===== config.mk =====
export PLATFORM = sky130hd
export DESIGN_NAME = vga_fb_arbiter
export DESIGN_NICKNAME = d
export VERILOG_FILES = /design/src/rtl/vga_pkg.sv /design/src/rtl/vga_rd_tag_pipe.sv /design/src/rtl/vga_fb_arbiter.sv
export SDC_FILE = /design/constraint.sdc
export NUM_CORES = 1
export LEC_CHECK = 0
export ABC_AREA = 1
export ABC_CLOCK_PERIOD_IN_PS = 5000
export BUFFER_PORTS_ARGS = -buffer_cell sky130_fd_sc_hd__buf_2
export CAP_MARGIN = 20
export CORE_ASPECT_RATIO = 0.6
export CORE_MARGIN = 4
export CORE_UTILIZATION = 45
export DETAILED_ROUTE_END_ITERATION = 16
export GPL_ROUTABILITY_DRIVEN = 1
export MAX_ROUTING_LAYER = met4
export PLACE_DENSITY = 0.77
export SYNTH_ARGS = -nofsm -noshare
export SYNTH_HDL_FRONTEND = slang
export SYNTH_SLANG_ARGS = --single-unit

===== constraint.sdc =====
create_clock -name i_clk -period 5 [get_ports i_clk]
set_input_delay 0.5 -clock i_clk [delete_from_list [all_inputs] [get_ports i_clk]]
set_output_delay 0.5 -clock i_clk [all_outputs]
set_load 0.02 [all_outputs]

===== src/rtl/vga_pkg.sv =====
// Shared VGA definitions: framebuffer grant encoding and default 640x480 geometry.
package vga_pkg;

  typedef enum logic [1:0] {
    GNT_NONE = 2'd0,
    GNT_SCAN = 2'd1,
    GNT_WR   = 2'd2
  } gnt_e;

  localparam int unsigned H_ACTIVE  = 640;
  localparam int unsigned V_ACTIVE  = 480;
  localparam int unsigned FB_WORDS  = H_ACTIVE * V_ACTIVE;
  localparam int unsigned FB_ADDR_W = $clog2(FB_WORDS);
  localparam int unsigned PIX_W     = 12;

endpackage


===== src/rtl/vga_rd_tag_pipe.sv =====
// Read-return delay line: tags each scan request and captures RAM data when it arrives.
module vga_rd_tag_pipe #(
  parameter int unsigned LAT    = 1,
  parameter int unsigned DATA_W = 12
) (
  input  logic              i_clk,
  input  logic              i_rst,
  input  logic              i_req,
  input  logic [DATA_W-1:0] i_rdata,
  output logic              o_rvalid,
  output logic [DATA_W-1:0] o_rdata
);

  // r_tag[k] is set in the cycle k after the command was issued; stage LAT meets mem_rdata.
  logic [LAT:0]        r_tag;
  logic                r_rvalid;
  logic [DATA_W-1:0]   r_rdata;

  always_ff @(posedge i_clk or posedge i_rst) begin
    if (i_rst) begin
      r_tag    <= '0;
      r_rvalid <= 1'b0;
      r_rdata  <= '0;
    end else begin
      r_tag    <= {r_tag[LAT-1:0], i_req};
      r_rvalid <= r_tag[LAT];
      if (r_tag[LAT]) begin
        r_rdata <= i_rdata;
      end
    end
  end

  assign o_rvalid = r_rvalid;
  assign o_rdata  = r_rdata;

endmodule


===== src/rtl/vga_fb_arbiter.sv =====
// Single-port framebuffer arbiter: scan-out reads always win, writes use valid/ready and
// may be restricted to vertical blanking; stalled write cycles are counted.
module vga_fb_arbiter
  import vga_pkg::*;
#(
  parameter int unsigned ADDR_W         = FB_ADDR_W,
  parameter int unsigned DATA_W         = PIX_W,
  parameter int unsigned MEM_LAT        = 1,
  parameter bit          WR_VBLANK_ONLY = 1'b0,
  parameter int unsigned CNT_W          = 16
) (
  input  logic              i_clk,
  input  logic              i_reset,
  input  logic              i_vblank,
  input  logic              i_scan_req,
  input  logic [ADDR_W-1:0] i_scan_addr,
  output logic              o_scan_rvalid,
  output logic [DATA_W-1:0] o_scan_rdata,
  input  logic              i_wr_valid,
  input  logic [ADDR_W-1:0] i_wr_addr,
  input  logic [DATA_W-1:0] i_wr_data,
  output logic              o_wr_ready,
  output logic              o_mem_en,
  output logic              o_mem_we,
  output logic [ADDR_W-1:0] o_mem_addr,
  output logic [DATA_W-1:0] o_mem_wdata,
  input  logic [DATA_W-1:0] i_mem_rdata,
  input  logic              i_stat_clr,
  output logic [CNT_W-1:0]  o_wr_stall_cnt
);

  gnt_e              w_gnt;
  logic              w_wr_window;
  logic              w_stall;
  logic              r_mem_en;
  logic              r_mem_we;
  logic [ADDR_W-1:0] r_mem_addr;
  logic [DATA_W-1:0] r_mem_wdata;
  logic [CNT_W-1:0]  r_stall_cnt;

  assign w_wr_window = !WR_VBLANK_ONLY || i_vblank;
  assign o_wr_ready  = !i_scan_req && w_wr_window;
  assign w_stall     = i_wr_valid && !o_wr_ready;

  always_comb begin
    if (i_scan_req) begin
      w_gnt = GNT_SCAN;
    end else if (i_wr_valid && w_wr_window) begin
      w_gnt = GNT_WR;
    end else begin
      w_gnt = GNT_NONE;
    end
  end

  // Idle cycles keep address/data so the RAM port only toggles en/we.
  always_ff @(posedge i_clk or posedge i_reset) begin
    if (i_reset) begin
      r_mem_en    <= 1'b0;
      r_mem_we    <= 1'b0;
      r_mem_addr  <= '0;
      r_mem_wdata <= '0;
    end else begin
      unique case (w_gnt)
        GNT_SCAN: begin
          r_mem_en   <= 1'b1;
          r_mem_we   <= 1'b0;
          r_mem_addr <= i_scan_addr;
        end
        GNT_WR: begin
          r_mem_en    <= 1'b1;
          r_mem_we    <= 1'b1;
          r_mem_addr  <= i_wr_addr;
          r_mem_wdata <= i_wr_data;
        end
        default: begin
          r_mem_en <= 1'b0;
          r_mem_we <= 1'b0;
        end
      endcase
    end
  end

  always_ff @(posedge i_clk or posedge i_reset) begin
    if (i_reset) begin
      r_stall_cnt <= '0;
    end else if (i_stat_clr) begin
      r_stall_cnt <= '0;
    end else if (w_stall && (r_stall_cnt != {CNT_W{1'b1}})) begin
      r_stall_cnt <= r_stall_cnt + CNT_W'(1);
    end
  end

  vga_rd_tag_pipe #(
    .LAT    (MEM_LAT),
    .DATA_W (DATA_W)
  ) u_tag_pipe (
    .i_clk    (i_clk),
    .i_rst    (i_reset),
    .i_req    (i_scan_req),
    .i_rdata  (i_mem_rdata),
    .o_rvalid (o_scan_rvalid),
    .o_rdata  (o_scan_rdata)
  );

  assign o_mem_en       = r_mem_en;
  assign o_mem_we       = r_mem_we;
  assign o_mem_addr     = r_mem_addr;
  assign o_mem_wdata    = r_mem_wdata;
  assign o_wr_stall_cnt = r_stall_cnt;

endmodule

==> run summary, run 1 <==
The flow ran to the end, and the final reports show no timing, DRC or antenna violations. Multiplexer cells account for 4.73% of the synthesized area. The worst-case headroom to the max-slew limit is 47.5%.

After synthesis, the share of flip-flops with an asynchronous set or reset is 100%. Port buffering added 129 buffers. Summing the areas of all compound-gate instances in the mapped netlist gives 1.88% of the synthesized area.

The xor and xnor area share after synthesis is 0.920%. The tools report the post-CTS setup-driven buffer insertion count as 0. The kind of cell with the highest combined delay along the critical path is simple AND/OR/NAND/NOR gates. STA classifies the critical path startpoint as a flop.

After synthesis, flip-flops and latches occupy 56.1% of the total area. The signal on the critical path passes through ha_1 > nand2_1 > nor2_4 > nand2_4 > nor2_4 > nor2_2 > o211ai_1 > nand2_1. In this run the cell area of the synthesized design comes to 2860 µm². Of the cells placed in the final design, the portion with a size suffix greater than 1 is 36.5%. The initial antenna violation count came out at 0. The tools report the number of levels in the clock H-tree as 3. The leading register cell type out of synthesis was sky130_fd_sc_hd__dfrtp_1. TritonCTS created 9 clock buffers. The number of inserted filler cells in the final layout is 543. The worst hold path belongs to the class reg -> reg. Multi-input gate area in the final layout: 1140 µm². Along the worst hold path, the cell count comes to 0. The number of instances resized during post-cts repair was 0. The run gives 0 as the total DRC errors in the routed layout. Each instance of the synthesized netlist takes up on average 8.66 µm². The final routed wire length divided by cell count was 12.4 µm. The tools report the launching point of the worst reg2reg path as o_wr_stall_cnt[1]. The final critical-path required period was 1.71 ns; the final HPWL from detailed placement was 5080 µm. The clock-pin slew reported for the worst setup and hold paths after clock tree synthesis is 0.07 ns.

The run gives 3570 µm² as the post-place instance area. The number of ports placed on the die boundary was 131. STA classifies the critical path endpoint as a flop.

Setup violations remaining at the end of the flow were counted as 0. At the later pin of the worst-skew pair, clock insertion delay measures 0.33 ns. The number of buffers and inverters on the critical path is 0. The slew at the pin closest to its max-slew limit works out to 0.788 ns. The post-synthesis share of cell area spent on full adders, half adders and majority gates came out at 0.438%. The logs give 2.05 nW for the leakage power and 2606 for the via count of the first global-routing pass.

Maximum single-stage delay on the critical path: 0.42 ns. TritonCTS built the clock tree. The slowest library cell on the worst path was sky130_fd_sc_hd__dfrtp_1. The worst hold endpoint is u_tag_pipe.r_tag[1]. The number of buffers on the longest clock path came out at 2. The final clock period utilization by the worst path was 34.2%. The tools report the destination of the worst register-to-register timing path as o_wr_stall_cnt[6]. The post-place setup slack is 2.98 ns. From synthesis to final layout, the design area changed by 32.8%.

Once detail routing completed, the nets flagged for antenna violations numbered 0. The total clock sinks was 64; the largest net degree at the start of global routing was 65. The tools report the synthesis warning total as 0. The floorplan step defined a die boundary enclosing 7730 µm². The tools report the residual overflow from global routing as 0.

The netlist uses 24 different library cells. The total power density per cell area came out at 330 nW/µm². The library cells used most frequently in the layout, excluding fill and tap cells, are sky130_fd_sc_hd__nand2_1, sky130_fd_sc_hd__buf_2, sky130_fd_sc_hd__dfrtp_1. The height of the die works out to 69.7 µm. Root buffer selected by CTS: sky130_fd_sc_hd__clkbuf_8. The effective utilization at floorplan was 46.5%; the endpoint required time on the critical path was 5.27 ns.

The width of the chip was 111 µm; the net count after synthesis was 399. Counting flops with a built-in enable in the synthesized netlist gives 0. The cell count after synthesis came out at 330.

The congestion estimate from routability-driven global placement came to 0.846. Registers take 1600 µm². After detailed routing, the number of vias per cell comes to 4.88.

The worst path meets setup with 3.29 ns of slack. The run gives 0 as the number of pins with negative max-slew slack in the final report. Measured in cells, the most critical reg-to-reg path has a length of 8. After floorplanning, the core was divided into 22 placement rows. The total iterations of the first detailed-routing run was 5.

For this run, the post-layout net count is 530. The critical path is of the reg -> reg type. By area, the combinational part of the netlist is dominated by simple AND/OR/NAND/NOR gates. The number of buffers added to fix hold violations after cts is 0, and the initial DRC count is 93.

Summed over all layers, the routed wires come to 6840 µm. Derived from the worst setup path, the maximum achievable clock frequency is 0.585 GHz. The antenna diode count was 0; the core region area was 6140 µm². Setup slack on the worst reg-to-reg path comes out at 3.29 ns.

The data arrival time of the worst path was 1.98 ns; the synthesized flop and latch total was 64. Detailed routing inserted a total of 2683 vias. Across the run, the number of max-cap violations was 0.

Summing the areas of all and, or, nand and nor instances in the mapped netlist gives 31.8% of the synthesized area. The final-layout setup total negative slack is 0 ns. The leading cell type in the layout, fill and taps excluded is sky130_fd_sc_hd__nand2_1. The first-pass GRT wire length was 11700 µm.

The logs give 0.00497 ns for the maximum clock skew at final layout and 0 for the hold violation total from the final report. Summing all non-filler instances in the final layout gives an area of 3790 µm². Setup repair after global routing left no endpoint under its margin. For the overall track demand over capacity in global routing, the log shows 18.9%. VDD sags by at most 0.000211 V. The worst hold path begins at u_tag_pipe.r_tag[0]. In this run the worst path has a maximum fanout of 13.
## report_power, final
part | switching, mW | internal, mW
Combinational | 0.118 | 0.0703
Sequential | 0.0222 | 0.557
Clock | 0.201 | 0.283
Total | 0.341 | 0.910
## registers in the layout, indices dropped and copies added, names as in the netlist
signal               cells
o_mem_addr              19
o_mem_en                 1
o_mem_wdata             12
o_mem_we                 1
o_wr_stall_cnt          16
u_tag_pipe.o_rdata      12
u_tag_pipe.o_rvalid      1
u_tag_pipe.r_tag         2
## worst max path at each step
stage,from,end,slack [ns],depth (start not counted)
finish,o_wr_stall_cnt[1],o_wr_stall_cnt[6],3.29,8
CTS,o_wr_stall_cnt[1],o_wr_stall_cnt[6],3.26,8
floorplan,i_reset,o_mem_addr[0],2.90,1
global placement,i_scan_req,o_mem_wdata[4],3.01,6
detailed placement,i_scan_req,o_mem_wdata[4],2.98,6
global route,o_wr_stall_cnt[1],o_wr_stall_cnt[13],3.07,8
## stage by stage
| step | power (mW) | hold WS (ns) | utilization [%] | std cells |
|---|---|---|---|---|
| final | 1.25 | 0.350 | 61.8 | 550 |
| after global routing | 1.32 | 0.351 | 61.8 | 550 |
| after CTS | 1.27 | 0.343 | 61.8 | 550 |
| after detailed placement | 0.780 | 0.335 | 58.2 | 534 |
| after global placement | 0.776 | 0.333 | 58.2 | 534 |
| after floorplan | 0.698 | 0.331 | - | 330 |
## area by class of cell
class                   instances  share of cell area, %
flip-flops and latches         64                   42.2
multi-input cells             239                   30.1
repair buffers                132                   17.6
clock buffers                  10                   3.37
well taps                      84                   2.77
clock inverters                 6                   2.47
inverters                      15                   1.48
## kinds of logic after synthesis
kind of cell | after synthesis
DFF | 64
adders and majority gates | 1
muxes | 12
AOI/OAI and AO/OA | 9
buffers and inverters | 27
xor gates and xnor gates | 3
and+or+nand+nor | 214
## layer usage
metal	global-route usage (%)	vias to the layer above	part of all wire, %	wire (µm)
met3	7.15	9	9.6	658
met5	-	-	0	0
met4	5.74	0	1.1	72
met1	22.5	1249	43	2930
met2	30.0	107	47	3190
li1	-	1318	-	-
## worst reg2reg max path: stages, from the launching register on
cell	delay [ns]
sky130_fd_sc_hd__dfrtp_1	0.42
sky130_fd_sc_hd__ha_1	0.22
sky130_fd_sc_hd__nand2_1	0.14
sky130_fd_sc_hd__nor2_4	0.07
sky130_fd_sc_hd__nand2_4	0.09
sky130_fd_sc_hd__nor2_4	0.05
sky130_fd_sc_hd__nor2_2	0.39
sky130_fd_sc_hd__o211ai_1	0.16
sky130_fd_sc_hd__nand2_1	0.10
## Yosys cell counts, types with 2 or more instances
cell                       instances  share of area, %
sky130_fd_sc_hd__mux2_2           12               4.7
sky130_fd_sc_hd__o21ai_0           2              0.35
sky130_fd_sc_hd__buf_6             2              0.79
sky130_fd_sc_hd__nor2_1           19               2.5
sky130_fd_sc_hd__a21oi_1           4              0.70
sky130_fd_sc_hd__clkbuf_1          8               1.1
sky130_fd_sc_hd__nand2_1         144                19
sky130_fd_sc_hd__xor2_1            2              0.61
sky130_fd_sc_hd__dfrtp_1          64                56
sky130_fd_sc_hd__nor2_4            3               1.2
sky130_fd_sc_hd__nand3_1          33               5.8
sky130_fd_sc_hd__inv_1            14               1.8
sky130_fd_sc_hd__nand4_1          11               2.4
sky130_fd_sc_hd__or2_2             2              0.44
Power figures use the tool's default switching activity.
==> inputs of run 2 (changes only) <==
Settings changed: ABC_CLOCK_PERIOD_IN_PS 5000 to 1650.
Clock period 5 ns to 1.65 ns, I/O delays scaled along.
==> run 2 against run 1 <==
  * Sequential share of layout area down 1.3 points
  * Clock skew is 0.0040 ns higher
  * Cell count is 2.5% higher
  * Global-route usage up 1.2 points
  * Core utilization rose by 2.0 points
  * Critical endpoint is now o_wr_stall_cnt[11]
  * Wire length increased by 6.2%
  * Sequential cell count stayed put
==> run summary, run 2 (synthesis results as in run 1) <==
The run finished with clean final reports. The total power density per cell area was 947 nW/µm² (+190%); the total iterations of the first detailed-routing run was 5 (unchanged). The logs give 0.000562 V (+170%) for the peak ir drop on the vdd network and 0.127 ns (-3.16 ns) for the minimum setup slack in the final design.

Initial DRC count: 120 (+29%). The total DRC errors in the routed layout was 0 (unchanged). The endpoint required time on the critical path is 1.87 ns (-3.40 ns), and the core region area is 6140 µm² (unchanged). The logs give 3.71 mW (+200%) for the total chip power and 22 (unchanged) for the number of placement rows. Post-place instance area: 3670 µm² (+2.8%).

The final weighted congestion in routability-driven placement is 0.873 (+3.1%), and the post-layout net count is 544 (+2.6%). The run gives 545 (+2.1%) as the instance count after placement with tap cells included. In this run the worst hold path is classified as in -> reg. The via count of the first global-routing pass came out at 2691 (+3.3%).

The residual overflow from global routing came out at 0 (unchanged). Full die area: 7730 µm² (unchanged). Compared with the post-synthesis result, the final layout area differs by 37.0%.

The final routed wire length divided by cell count came out at 12.9 µm (+3.5%). The post-place setup slack was 0.0658 ns (-2.91 ns); the clock latency of the later-clocked register in the worst-skew pair was 0.34 ns (about the same). Effective utilization at floorplan: 46.5% (unchanged). The largest net degree at the start of global routing was 31 (-52%). Highest clock rate: 0.657 GHz (+12%). The library cell used most frequently in the layout, excluding fill and tap cells, is sky130_fd_sc_hd__nand2_1. TritonCTS built the clock tree. The tools report the number of inserted filler cells in the final layout as 512 (-5.7%). STA classifies the critical path startpoint as a flop.

Number of input and output port buffers inserted: 129 (unchanged). The maximum fanout encountered on the critical timing path works out to 6 (-7). The final critical-path required period was 1.52 ns (-0.187 ns); the final cell count without fillers was 564 (+2.5%). The number of buffers on the longest clock path is 2 (unchanged). The tools report the data arrival time of the worst path as 1.75 ns (-0.23 ns). The number of vias per cell came out at 4.83 (-1.0%). The logs give 2723 (+1.5%) for the via count and 0 (unchanged) for the number of routed nets with antenna violations. Type of element capturing the critical path: a flop.

The tools report the first-pass GRT wire length as 12200 µm (+4.7%). The clock-pin slew reported for the worst setup and hold paths after clock tree synthesis was 0.08 ns (about the same); the count of endpoints failing setup in the final report was 0 (unchanged). The final clock period utilization by the worst path came out at 92.3% (+58 points). Post-route standard cell area excluding fillers: 3910 µm² (+3.2%).

In the layout the commonest cells are sky130_fd_sc_hd__nand2_1, sky130_fd_sc_hd__buf_2, sky130_fd_sc_hd__dfrtp_1. The flip-flop count of the largest register after layout was 19 (unchanged); the overall track demand over capacity in global routing was 20.1% (+1.2 points). The final HPWL from detailed placement was 5410 µm (+6.6%).

The width of the chip came out at 111 µm (unchanged). The slew at the pin closest to its max-slew limit is 0.678 ns (-0.110 ns). The run gives 3 (unchanged) as the number of levels in the clock H-tree.

Clock buffer count from CTS: 9 (unchanged). The logs give 0 (unchanged) for the antenna diode count and 63.7% (+2.0 points) for the final core utilization. The total clock sinks was 64 (unchanged). The overall routed net length was 7260 µm (+6.2%); the height of the die was 69.7 µm (unchanged).

The tools report the root buffer selected by CTS as sky130_fd_sc_hd__clkbuf_8. The logs give 2.11 nW (+2.7%) for the leakage power and 0 ns (unchanged) for the final-layout setup total negative slack. Number of max-cap violations: 0 (unchanged). The type of the worst setup path is reg -> reg. The maximum clock skew at final layout came out at 0.00893 ns (+0.00395 ns). The worst-case headroom to the max-slew limit is 54.7% (+7.3 points). The logs give 0 (unchanged) for the number of pins with negative max-slew slack in the final report and 0 (unchanged) for the hold violation total from the final report. Setup repair after global routing could not meet its margin everywhere. The logs give 131 (unchanged) for the number of ports placed on the die boundary and 0 (unchanged) for the initial antenna violation count.

The fraction of layout instances using a drive strength above 1 is 38.8% (+2.3 points). The hold slack came out at 0.0187 ns (-0.332 ns).
run 2: cell types whose count changed in the layout (fill, tap and decap cells not counted), moves of 2 or more:
cell,delta
sky130_fd_sc_hd__inv_2,-2
sky130_fd_sc_hd__clkinv_4,-2
sky130_fd_sc_hd__buf_4,+11
sky130_fd_sc_hd__clkinvlp_4,+4
run 2: worst max-delay path: stages (launching register included):
cell,delay (ns)
sky130_fd_sc_hd__dfrtp_1,0.36
sky130_fd_sc_hd__ha_2,0.20
sky130_fd_sc_hd__nand2_2,0.08
sky130_fd_sc_hd__nor2_4,0.23
sky130_fd_sc_hd__nand4_1,0.27
sky130_fd_sc_hd__a21oi_1,0.21
sky130_fd_sc_hd__nor2_1,0.06
run 2: layout make-up:
cell class	count	area [µm²]	share of cell area [%]
inverter	15	62.6	1.60
sequential	64	1600	40.9
multi-input combinational	239	1140	29.3
clock inverter	6	68.8	1.76
clock buffer	10	138	3.52
tap	84	105	2.69
timing repair buffer	146	792	20.2
run 2: path summary, 6_finish.rpt:
kind | start | endpoint | slack, ns | cells after the start
worst max-delay path | o_wr_stall_cnt[1] | o_wr_stall_cnt[11] | 0.13 | 6
worst min-delay path | i_wr_data[11] | o_mem_wdata[11] | 0.02 | 3
worst max register to register | o_wr_stall_cnt[1] | o_wr_stall_cnt[11] | 0.13 | 6
worst min register to register | u_tag_pipe.r_tag[0] | u_tag_pipe.r_tag[1] | 0.35 | 0
max in group asynchronous | i_reset | o_wr_stall_cnt[13] | 0.58 | 4
min in group asynchronous | i_reset | o_wr_stall_cnt[4] | 0.48 | 3
run 2: what timing repair did:
action                                  in CTS  in global routing
setup buffers                                0                  2
hold buffers                                 1                  0
hold endpoints to repair                    28                  0
endpoints found under the setup margin       0                 16
resized for setup                            0                  4
run 2: power by group:
part | switching, mW | leakage, nW | internal (mW)
Clock | 0.617 | 0.0907 | 0.740
Combinational | 0.365 | 1.22 | 0.232
Sequential | 0.0648 | 0.800 | 1.69
Total | 1.05 | 2.11 | 2.66
run 2: metal layers:
metal / part of all wire, % / wire length, µm / global-route usage [%]
met5: 0 / 0 / -
met1: 45 / 3270 / 26.2
met3: 9.5 / 688 / 6.89
met4: 1.1 / 80 / 6.56
met2: 44 / 3230 / 29.5
